==> config.mk <==
export PLATFORM = sky130hd
export DESIGN_NAME = bowling_throw_entry
export DESIGN_NICKNAME = d
export VERILOG_FILES = /design/src/rtl/bowling_pkg.sv /design/src/rtl/button_debouncer.sv /design/src/rtl/bowling_throw_entry.sv
export SDC_FILE = /design/constraint.sdc
export NUM_CORES = 1
export LEC_CHECK = 0
export ABC_AREA = 1
export CELL_PAD_IN_SITES_DETAIL_PLACEMENT = 0
export CELL_PAD_IN_SITES_GLOBAL_PLACEMENT = 1
export CORE_ASPECT_RATIO = 1.4
export CORE_UTILIZATION = 32
export CTS_CLUSTER_DIAMETER = 200
export DETAILED_ROUTE_END_ITERATION = 16
export PLACE_DENSITY = 0.6
export SETUP_SLACK_MARGIN = 0.15
export SLEW_MARGIN = 30
export SYNTH_ARGS = -nofsm -noshare
export SYNTH_HDL_FRONTEND = slang
export SYNTH_SLANG_ARGS = --single-unit
==> constraint.sdc <==
create_clock -name clock -period 3.6 [get_ports clock]
set_clock_uncertainty 0.2 [all_clocks]
set_input_delay 0.72 -clock clock [delete_from_list [all_inputs] [get_ports clock]]
set_output_delay 0.72 -clock clock [all_outputs]
set_load 0.05 [all_outputs]
==> src/rtl/bowling_pkg.sv <==
// Shared constants and FSM state type for the bowling throw-entry front end.
package bowling_pkg;

    localparam logic [3:0] PINS       = 4'd10;
    localparam logic [3:0] LAST_FRAME = 4'd10;

    typedef enum logic [1:0] {
        IDLE,
        CHECK,
        PULSE
    } entry_state_t;

endpackage

==> src/rtl/button_debouncer.sv <==
// Synchronises a raw pushbutton, debounces it and emits one pulse per accepted press.
module button_debouncer #(
    parameter int DEBOUNCE_CYCLES = 4
) (
    input  logic clock,
    input  logic reset,
    input  logic btn,
    output logic press
);

    localparam int CW = $clog2(DEBOUNCE_CYCLES + 1);

    logic          sync1;
    logic          sync2;
    logic          stable;
    logic [CW-1:0] count;

    // Stable level comes out of reset as "pressed" so a button held across reset release
    // must first be seen released before it can produce a request.
    always_ff @(posedge clock or negedge reset) begin
        if (!reset) begin
            sync1  <= 1'b0;
            sync2  <= 1'b0;
            stable <= 1'b1;
            count  <= '0;
            press  <= 1'b0;
        end else begin
            sync1 <= btn;
            sync2 <= sync1;
            press <= 1'b0;
            if (sync2 == stable) begin
                count <= '0;
            end else if (count == CW'(DEBOUNCE_CYCLES - 1)) begin
                stable <= sync2;
                count  <= '0;
                press  <= sync2;
            end else begin
                count <= count + 1'b1;
            end
        end
    end

endmodule

==> src/rtl/bowling_throw_entry.sv <==
// Throw-entry stage: debounced button plus pin switches become an N/UPD strobe pair,
// with frame/ball/pin tracking that rejects impossible entries.
module bowling_throw_entry
    import bowling_pkg::*;
#(
    parameter int DEBOUNCE_CYCLES = 4,
    parameter int UPD_HIGH_CYCLES = 2
) (
    input  logic       clock,
    input  logic       reset,
    input  logic [3:0] SW,
    input  logic       BTN,
    input  logic       Done,
    output logic [3:0] N,
    output logic       UPD,
    output logic       Error,
    output logic [3:0] pins_left,
    output logic [3:0] frame,
    output logic [1:0] ball,
    output logic       game_over
);

    localparam int PW = $clog2(UPD_HIGH_CYCLES + 1);

    entry_state_t  state;
    logic          press;
    logic [3:0]    sw_cap;
    logic          entry_ok;
    logic          strike10;
    logic [PW-1:0] pulse_cnt;
    logic          entry_ok_now;
    logic [3:0]    rem;

    button_debouncer #(
        .DEBOUNCE_CYCLES(DEBOUNCE_CYCLES)
    ) u_debouncer (
        .clock (clock),
        .reset (reset),
        .btn   (BTN),
        .press (press)
    );

    assign entry_ok_now = (SW <= PINS) && (SW <= pins_left) && !Done && !game_over;
    assign rem          = pins_left - sw_cap;

    // N is loaded when the request is seen so it is stable a full clock before UPD rises;
    // the tracker advances one clock later, together with the UPD rise.
    always_ff @(posedge clock or negedge reset) begin
        if (!reset) begin
            state     <= IDLE;
            N         <= 4'd0;
            UPD       <= 1'b0;
            Error     <= 1'b0;
            pins_left <= PINS;
            frame     <= 4'd1;
            ball      <= 2'd1;
            game_over <= 1'b0;
            sw_cap    <= 4'd0;
            entry_ok  <= 1'b0;
            strike10  <= 1'b0;
            pulse_cnt <= '0;
        end else begin
            case (state)
                IDLE: begin
                    if (press) begin
                        sw_cap   <= SW;
                        entry_ok <= entry_ok_now;
                        if (entry_ok_now) begin
                            N <= SW;
                        end
                        state <= CHECK;
                    end
                end
                CHECK: begin
                    if (entry_ok) begin
                        Error     <= 1'b0;
                        UPD       <= 1'b1;
                        pulse_cnt <= PW'(1);
                        state     <= PULSE;
                        if (frame != LAST_FRAME) begin
                            if (ball == 2'd1 && sw_cap != PINS) begin
                                ball      <= 2'd2;
                                pins_left <= rem;
                            end else begin
                                frame     <= frame + 4'd1;
                                ball      <= 2'd1;
                                pins_left <= PINS;
                            end
                        end else begin
                            case (ball)
                                2'd1: begin
                                    ball      <= 2'd2;
                                    strike10  <= (sw_cap == PINS);
                                    pins_left <= (sw_cap == PINS) ? PINS : rem;
                                end
                                2'd2: begin
                                    if (rem == 4'd0 || strike10) begin
                                        ball      <= 2'd3;
                                        pins_left <= (rem == 4'd0) ? PINS : rem;
                                    end else begin
                                        game_over <= 1'b1;
                                        pins_left <= rem;
                                    end
                                end
                                default: begin
                                    game_over <= 1'b1;
                                    pins_left <= rem;
                                end
                            endcase
                        end
                    end else begin
                        Error <= 1'b1;
                        state <= IDLE;
                    end
                end
                PULSE: begin
                    if (pulse_cnt == PW'(UPD_HIGH_CYCLES)) begin
                        UPD   <= 1'b0;
                        state <= IDLE;
                    end else begin
                        pulse_cnt <= pulse_cnt + 1'b1;
                    end
                end
                default: state <= IDLE;
            endcase
        end
    end

endmodule

-- Word-level counts from Yosys, hierarchy flattened
Cells that the tools add are included.
Widths: inputs -> output; s select.
- register bits: 34
- output and inout bits: 17
- logic and storage cells: 92
- input port bits: 8
- eq/ne operators: 16
- $add $sub $neg: 4
- multiplexer cells: 27
- reduce and logical (&&, ||, !) cells: 22
- order comparisons: 2
- bitwise logic cells: 4
- operators by type and width (operator ; number):
    $mux 4 ; 5
    $mux 2 ; 8
    $reduce_and 4->1 ; 3
    $reduce_and 3->1 ; 3
    $ne 2x2->1 const B ; 4
    $ne 4x4->1 const B ; 2
    $pmux 2 s2 ; 2
    $pmux 4 s2 ; 1
    $reduce_and 2->1 ; 4
    $eq 2x2->1 const B ; 3
    $mux 1 ; 6
    $mux 3 ; 2
    $pmux 2 s3 ; 1
    $reduce_and 5->1 ; 1
    $add 4x1->4 const B ; 1
    $eq 2x1->1 const B ; 2
    $eq 4x4->1 const B ; 1
    $le 4x4->1 ; 1
    $le 4x4->1 const B ; 1
    $logic_and 1x1->1 ; 4
    $logic_not 4->1 ; 1
    $not 1->1 ; 4
    $pmux 1 s2 ; 2
    $sub 4x4->4 ; 1
    other kinds (11) ; 12

-- Logic depth before layout (Yosys ltp)
Gate-level depths: netlist (run 1).
- depth after elaboration: 6
- depth in mapped cells: 15
- depth with buffers taken out: 15

-- Modules after synthesis
Synthesis (run 1) repeated with hierarchy kept, for this count alone.
- cells, all modules: 210
- area total of the unflattened synthesis: 1818.0 um2
- by module, submodules not included (module ; instances ; cells an instance ; area an instance (um2)):
    bowling_throw_entry ; 1 ; 183 ; 1551.5
    button_debouncer ; 1 ; 27 ; 266.5

-- Least setup slack after synthesis (run 1)
Ideal clock, no wire load.
- kind: reg-to-reg
- start point: reg pins_left[0]
- end point: reg ball[1]
- path slack: 1148 ps
- setup time: 120 ps
- cell stages (with the launch flop): 15
- data arrival time: 2133 ps
- path buffers: 0
- cell sequence: dfrtp_1 -> inv_1 -> ha_1 -> inv_1 -> fa_1 -> inv_1 -> nand2_1 -> nor2_1 -> nand3_1 -> nand2_1 -> nand2_1 -> nand2_1 -> nand2_1 -> nand2_1 -> nand2_1
- cells in the longest elaborated chain, start to end: 5
- ends and longest elaborated chain (element ; RTL line ; RTL):
    start, declared ; bowling_throw_entry.sv:17 ; output logic [3:0] pins_left,
    start signal, assigned ; bowling_throw_entry.sv:83 ; pins_left <= rem;
    start signal, assigned ; bowling_throw_entry.sv:94 ; pins_left <= (sw_cap == PINS) ? PINS : rem;
    start signal, assigned ; bowling_throw_entry.sv:99 ; pins_left <= (rem == 4'd0) ? PINS : rem;
    $sub 4x4->4 ; bowling_throw_entry.sv:44 ; assign rem = pins_left - sw_cap;
    $logic_not 4->1 ; bowling_throw_entry.sv:97 ; if (rem == 4'd0 || strike10) begin
    $logic_or 1x1->1 ; bowling_throw_entry.sv:97 ;
    $ne 3x3->1 (no line) ; -- ;
    $reduce_and 4->1 (no line) ; -- ;
    end signal, assigned ; bowling_throw_entry.sv:86 ; ball <= 2'd1;
    end signal, assigned ; bowling_throw_entry.sv:92 ; ball <= 2'd2;
    end signal, assigned ; bowling_throw_entry.sv:98 ; ball <= 2'd3;
    end, declared ; bowling_throw_entry.sv:19 ; output logic [1:0] ball,
Every way passes these cells.
A chain may end at the register's enable or synchronous reset.

-- Worst setup path after layout (run 1)
- start point: reg pins_left[1]
- end point: out pins_left[1]
No word-level cell between the ends.

==> results.tsv, run 1 <==
stage	metric	value	unit
status	status	complete, no violations	
cts	cts_made_buffers	5	
min_path	hold-path-cell-count	0	
critical_path	path_buf_inv	1	
critical_path	worst_ep_arrival_time	1.67	ns
critical_path	critical_path.max_fanout	4	
timing	drv_slew	0	
power_and_ir_drop	power_density	845	nW/um^2
cts	cts-root-buf	clkbuf_8	
power_and_ir_drop	p_total	1870	uW
detailed_routing	top_layer	met4	
detailed_routing	final_antenna_net_count	0	
floorplan	io_pins	25	
critical_path	critical_path.slowest_cell	clkdlybuf4s50_1	
cts	cts.reportedPaths.clkPinSlew	0.07	ns
floorplan	rows	31	
critical_path	crit_family	buffers and inverters	
detailed_routing	via_count	1382	
placement	hpwl	2900	um
grt	grt_pass1_wl	6600	um
placement	placedCellCount	296	
logic_synthesis	synthCells	205	
cells_and_area	antenna_cells	0	
timing	tightest_slew	0.502	ns
critical_path	required	2.68	ns
critical_path	r2r_start	pins_left[0]$_DFFE_PN0P_	
cts	clk_path_buf_depth	2	
floorplan	initial_core_util	33.7	%
cells_and_area	nNetsFinal	259	
cts	cts_tree	built	
power_and_ir_drop	p_leak	0.00109	uW
cts	ctsResizeCount	0	
logic_synthesis	synth_cell_types	28	
critical_path	rr_worst_depth	14	
logic_synthesis	synth.avg_cell_area	8.67	sq um
logic_synthesis	async_flop_share	100	%
logic_synthesis	synth_nets	227	
cells_and_area	areaGrowthSynthToFinish	24.8	%
grt	grt_overflow	0	
floorplan	die_height	90.2	um
floorplan	dieArea	5860	sq um
cells_and_area	layout-drive-gt1-share	9.66	%
placement	io_buffers	24	
min_path	hp-start	u_debouncer.sync1$_DFF_PN0_	
detailed_routing	via_per_inst	4.55	
cts	clock_latency	0.28	ns
detailed_routing	wl_met3	101	um
detailed_routing	drc	0	
floorplan	die_x	65.0	um
power_and_ir_drop	ir_drop	0.000303	V
critical_path	crit_type	reg2out	
floorplan	core	5280	sq um
cts	clock-sinks	34	
logic_synthesis	synth_seq_cells	34	
detailed_routing	totalWireLength	3700	um
critical_path	end_kind	output port	
detailed_routing	firstDrtPassIters	2	
timing	period_needed	2.59	ns
cts	hold_buffers	0	
timing	report.final.setup_viol	0	
cells_and_area	final_util	42.1	%
critical_path	crit_path_max_incr_delay	0.81	ns
timing	rsz0062_at_grt	false	
timing	hold_viol	0	
grt	grt_usage	15.0	%
min_path	hp-class	reg2reg	
critical_path	cp_cell_sequence	clkdlybuf4s50_1	
critical_path	regToRegEndpoint	ball[1]$_DFFE_PN0P_	
detailed_routing	wl_met2	1970	um
logic_synthesis	yosys_warnings	0	
cells_and_area	layout_commonest_cell	nand2_1	
timing	fin_crit_sh	72.0	%
cells_and_area	fin_cells	304	
grt	antenna_found_initial	0	
flow_run	cap_viol_max_count	0	
cts	cts_setup_buffers	0	
detailed_routing	wire_per_inst	12.2	um
cts	cts_max_level	2	
grt	grt_max_degree	35	
grt	grt_pass1_vias	1460	
min_path	whs_endpoint	u_debouncer.sync2$_DFF_PN0_	
logic_synthesis	ys.flop_type	dfrtp_1	
detailed_routing	drt_iter0_drc	31	
cells_and_area	mostFrequentLayoutCells	nand2_1, inv_1, dfrtp_1, clkdlybuf4s50_1, nand3_1	
logic_synthesis	synth_area	1780	sq um
critical_path	start_kind	flip-flop	
critical_path	ff2ff_setup_slack	1.28	ns
detailed_routing	wl_met1	1530	um
logic_synthesis	seq_area_frac_synth	48.2	%
placement	gp_congestion	0.748	
timing	hold_slack	0.151	ns
logic_synthesis	synth_edf_count	0	
timing	max_freq	386	MHz
timing	relSlewSlack	66.4	%
timing	finalSetupTns	0	ns
-- Yosys cell counts (all sizes together) (2+ instances only) --
master | instances | area (sq um)
xnor2 | 2 | 17.5
dfstp | 5 | 131
nand3 | 17 | 90.1
o21ai | 11 | 55.1
ha | 13 | 163
dfrtp | 29 | 726
xor2 | 2 | 17.5
nand2 | 54 | 208
nor2 | 13 | 66.3
a21oi | 10 | 57.6
inv | 35 | 131
nor3 | 5 | 36.3
-- per-stage QoR --
stage,cell area (sq um),setup WS [ns]
floorplan,1780,1.15
global placement,2110,1.04
detailed placement,2110,1.04
CTS,2220,0.989
global route,2220,0.949
finish,2220,1.01
-- worst max-delay path by stage --
stage | startpoint | end | slack (ns) | depth (start not counted)
6_report | pins_left[1]$_DFFE_PN1P_ | pins_left[1] | 1.01 | 1
5_1_grt | frame[0]$_DFFE_PN1P_ | frame[0] | 0.95 | 1
3_5_place_dp | SW[1] | N[0]$_DFFE_PN0P_ | 1.04 | 9
4_1_cts | pins_left[1]$_DFFE_PN1P_ | pins_left[1] | 0.99 | 1
3_3_place_gp | SW[1] | entry_ok$_DFFE_PN0P_ | 1.04 | 8
2_1_floorplan | pins_left[0]$_DFFE_PN0P_ | ball[1]$_DFFE_PN0P_ | 1.15 | 14
-- cells by family (layout without fill, tap and decap cells) --
family,Yosys count,count (layout),synth area share (%)
fa+ha+maj,14,14,10.3
buf+inv,35,68,7.39
xor+xnor,4,4,1.97
simple gates,91,91,23.2
flops,34,34,48.2
compound gates,27,27,8.94
-- metal layers --
metal	global-route usage, %	up-vias
li1	-	717
met3	3.68	7
met5	0	-
met4	7.78	0
met2	26.2	17
met1	16.0	641
-- final cells by class --
type / count / area, sq um
Fill cell: 594 / 3060
Inverter: 35 / 131
Clock buffer: 8 / 110
Multi-Input combinational cell: 136 / 790
Tap cell: 66 / 82.6
Timing Repair Buffer: 25 / 248
Sequential cell: 34 / 857
-- flip-flops by register name (all words and copies together), names as in the netlist, 2 cells and up --
name / flops
N: 4
sw_cap: 4
pins_left: 4
ball: 2
u_debouncer.count: 3
state: 2
frame: 4
pulse_cnt: 2
-- worst register-to-register path: cells and delay by family, from the launching register on --
family / cells / cell delay [ns]
simple gates: 9 / 0.75
flops: 1 / 0.40
fa+ha+maj: 2 / 0.62
buf+inv: 3 / 0.25
-- report_power, final --
part | leakage (uW) | internal [uW] | switching [uW] | total, uW
Combinational | 0.000610 | 322 | 602 | 924
Sequential | 0.000426 | 527 | 94.1 | 621
Clock | 0.0000575 | 193 | 136 | 329
Total | 0.00109 | 1040 | 832 | 1870
No activity file was read; power rests on OpenSTA's default activity.
==> run 2: changes to the inputs <==
--- a/config.mk
+++ b/config.mk
@@ -12,7 +12,7 @@
 export CORE_UTILIZATION = 32
 export CTS_CLUSTER_DIAMETER = 200
 export DETAILED_ROUTE_END_ITERATION = 16
-export PLACE_DENSITY = 0.6
+export PLACE_DENSITY = 0.63
 export SETUP_SLACK_MARGIN = 0.15
 export SLEW_MARGIN = 30
 export SYNTH_ARGS = -nofsm -noshare
==> constraint.sdc (replaced) <==
create_clock -name clock -period 2.3 [get_ports clock]
set_clock_uncertainty 0.2 [all_clocks]
set_input_delay 0.46 -clock clock [delete_from_list [all_inputs] [get_ports clock]]
set_output_delay 0.46 -clock clock [all_outputs]
set_load 0.05 [all_outputs]
==> run 2 against run 1 <==
Effect of this change: routed wire length increased by 2.2%; via count is 5.5% higher; global-route usage fell by 0.62 points; cell area is 6.4% higher; combinational power rose by 89%; critical endpoint is now pins_left[1]$_DFFE_PN1P_; largest cell class unchanged; largest power group unchanged; highest routed layer unchanged.
==> results.tsv, run 2 (same netlist as run 1, synthesis figures left out) <==
stage	metric	value	unit
cts	cts.reportedPaths.clkPinSlew	0.07	ns
placement	placedCellCount	300	
grt	grt_pass1_vias	1456	
cells_and_area	nNetsFinal	273	
detailed_routing	top_layer	met4	
timing	tightest_slew	0.513	ns
critical_path	worst_ep_arrival_time	2.19	ns
cts	cts-root-buf	clkbuf_8	
grt	grt_pass1_wl	6420	um
critical_path	critPathLaunch	pins_left[0]$_DFFE_PN0P_	
cells_and_area	ff_latch_area	858	sq um
cts	clk_path_buf_depth	2	
critical_path	critPathMostFrequentCell	inv_2	
cts	hold_buffers	0	
detailed_routing	final_antenna_net_count	0	
cells_and_area	multi_input_area	842	sq um
critical_path	cp_cell_sequence	inv_2 > ha_4 > inv_2 > fa_1 > inv_2 > buf_4 > buf_4 > o21ai_2 > nand2_1 > and3_4 > a21boi_2	
timing	drv_slew	0	
timing	relSlewSlack	65.8	%
cells_and_area	mostFrequentLayoutCells	nand2_1, inv_1, dfrtp_1, buf_4, nand3_1	
cts	cts_tree	built	
cells_and_area	layout-drive-gt1-share	22.6	%
placement	io_buffers	24	
detailed_routing	wl_met2	2010	um
floorplan	die_height	90.2	um
cells_and_area	post-route-cell-area	2360	sq um
floorplan	io_pins	25	
timing	hold_viol	0	
cells_and_area	areaGrowthSynthToFinish	32.7	%
power_and_ir_drop	p_total	3170	uW
timing	finalSetupTns	0	ns
placement	dpl-instance-area	2150	sq um
critical_path	ff2ff_setup_slack	0.12	ns
critical_path	required	2.31	ns
detailed_routing	via_count	1458	
floorplan	core	5280	sq um
detailed_routing	drc	0	
cells_and_area	fin_cells	318	
timing	period_needed	2.18	ns
timing	rsz0062_at_grt	true	
detailed_routing	wl_met3	71	um
grt	grt_max_degree	35	
cts	cts_made_buffers	5	
cells_and_area	layout_commonest_cell	nand2_1	
floorplan	rows	31	
timing	max_freq	458	MHz
cts	clock-sinks	34	
critical_path	critical_path.slowest_cell	fa_1	
critical_path	crit_type	reg2reg	
detailed_routing	wl_met1	1640	um
power_and_ir_drop	power_density	1340	nW/um^2
cts	cts_max_level	2	
detailed_routing	firstDrtPassIters	4	
floorplan	initial_core_util	33.7	%
critical_path	r2r_start	pins_left[0]$_DFFE_PN0P_	
critical_path	rr_worst_depth	11	
critical_path	end_kind	flip-flop	
cts	clock_latency	0.28	ns
critical_path	critical_path.max_fanout	2	
timing	report.final.setup_viol	0	
critical_path	crit_path_end	pins_left[1]$_DFFE_PN1P_	
detailed_routing	wire_per_inst	11.9	um
timing	hold_slack	0.151	ns
critical_path	start_kind	flip-flop	
cells_and_area	antenna_cells	0	
flow_run	cap_viol_max_count	0	
min_path	hp-class	reg2reg	
power_and_ir_drop	ir_drop	0.000446	V
detailed_routing	via_per_inst	4.58	
grt	antenna_found_initial	0	
grt	grt_usage	14.3	%
critical_path	crit_path_max_incr_delay	0.54	ns
placement	hpwl	2900	um
floorplan	die_x	65.0	um
status	status	complete, no violations	
timing	fin_crit_sh	94.9	%
cells_and_area	fill_cells	563	
power_and_ir_drop	p_leak	0.00123	uW
critical_path	regToRegEndpoint	pins_left[1]$_DFFE_PN1P_	
detailed_routing	totalWireLength	3780	um
placement	gp_congestion	0.768	
floorplan	dieArea	5860	sq um
detailed_routing	drt_iter0_drc	38	
grt	grt_overflow	0	
-- run 2: cell types whose count changed in the layout (fill, tap and decap cells not counted), sizes merged --
cell / change
clkbuf: -1
clkinv: +1
dlygate4sd2: +5
clkdlybuf4s50: -13
dlymetal6s2s: +3
buf: +19
-- run 2: final cells by class --
| class | instances | share of cell area, % |
|---|---|---|
| tap | 66 | 3.50 |
| sequential | 34 | 36.4 |
| clock inverter | 1 | 0.212 |
| clock buffer | 7 | 3.66 |
| timing repair buffer | 39 | 15.0 |
| multi-input combinational | 136 | 35.7 |
| inverter | 35 | 5.57 |
-- run 2: worst min path at each step --
stage,start,endpoint,slack [ns],cells after the start
finish,u_debouncer.sync1$_DFF_PN0_,u_debouncer.sync2$_DFF_PN0_,0.15,0
global placement,u_debouncer.sync1$_DFF_PN0_,u_debouncer.sync2$_DFF_PN0_,0.14,0
global route,u_debouncer.sync1$_DFF_PN0_,u_debouncer.sync2$_DFF_PN0_,0.16,0
detailed placement,u_debouncer.sync1$_DFF_PN0_,u_debouncer.sync2$_DFF_PN0_,0.14,0
CTS,u_debouncer.sync1$_DFF_PN0_,u_debouncer.sync2$_DFF_PN0_,0.16,0
floorplan,reset,Error$_DFFE_PN0P_,-0.04,0
-- run 2: stage by stage --
stage,setup slack [ns],util (%)
detailed placement,0.0349,40.8
CTS,0.102,43.5
finish,0.116,44.7
floorplan,0.0636,-
global placement,0.00491,40.8
global route,0.0370,44.7
-- run 2: per-layer routing --
layer / vias up / GRT usage, %
li1: 749 / -
met1: 690 / 16.1
met2: 13 / 25.5
met3: 6 / 3.43
met4: 0 / 5.19
met5: - / 0
-- run 2: repair_timing --
item,4_1_cts,5_1_grt
pin swaps,5,5
gates resized for setup,10,11
buffers inserted,6,4
endpoints found under the setup margin,8,8
-- run 2: worst max-delay path: cells and delay by family (launching register included) --
kind	cells	cell delay, ns
fa+ha+maj	2	0.66
buf+inv	5	0.41
flops	1	0.41
simple gates	2	0.24
compound gates	2	0.20
-- run 2: power by group --
group	leakage (uW)	switching, uW	internal, uW	total [uW]
logic	0.000760	1070	680	1750
registers	0.000424	144	825	969
clock network	0.0000482	210	241	451
==> run 3: changes to the inputs <==
--- a/config.mk
+++ b/config.mk
@@ -12,6 +12,7 @@
 export CORE_UTILIZATION = 32
 export CTS_CLUSTER_DIAMETER = 200
 export DETAILED_ROUTE_END_ITERATION = 16
+export HOLD_SLACK_MARGIN = 0.08
 export PLACE_DENSITY = 0.63
 export SETUP_SLACK_MARGIN = 0.15
 export SLEW_MARGIN = 30
==> results of run 3 <==
No change in the layout: final DEF, timing and power equal those of run 2.
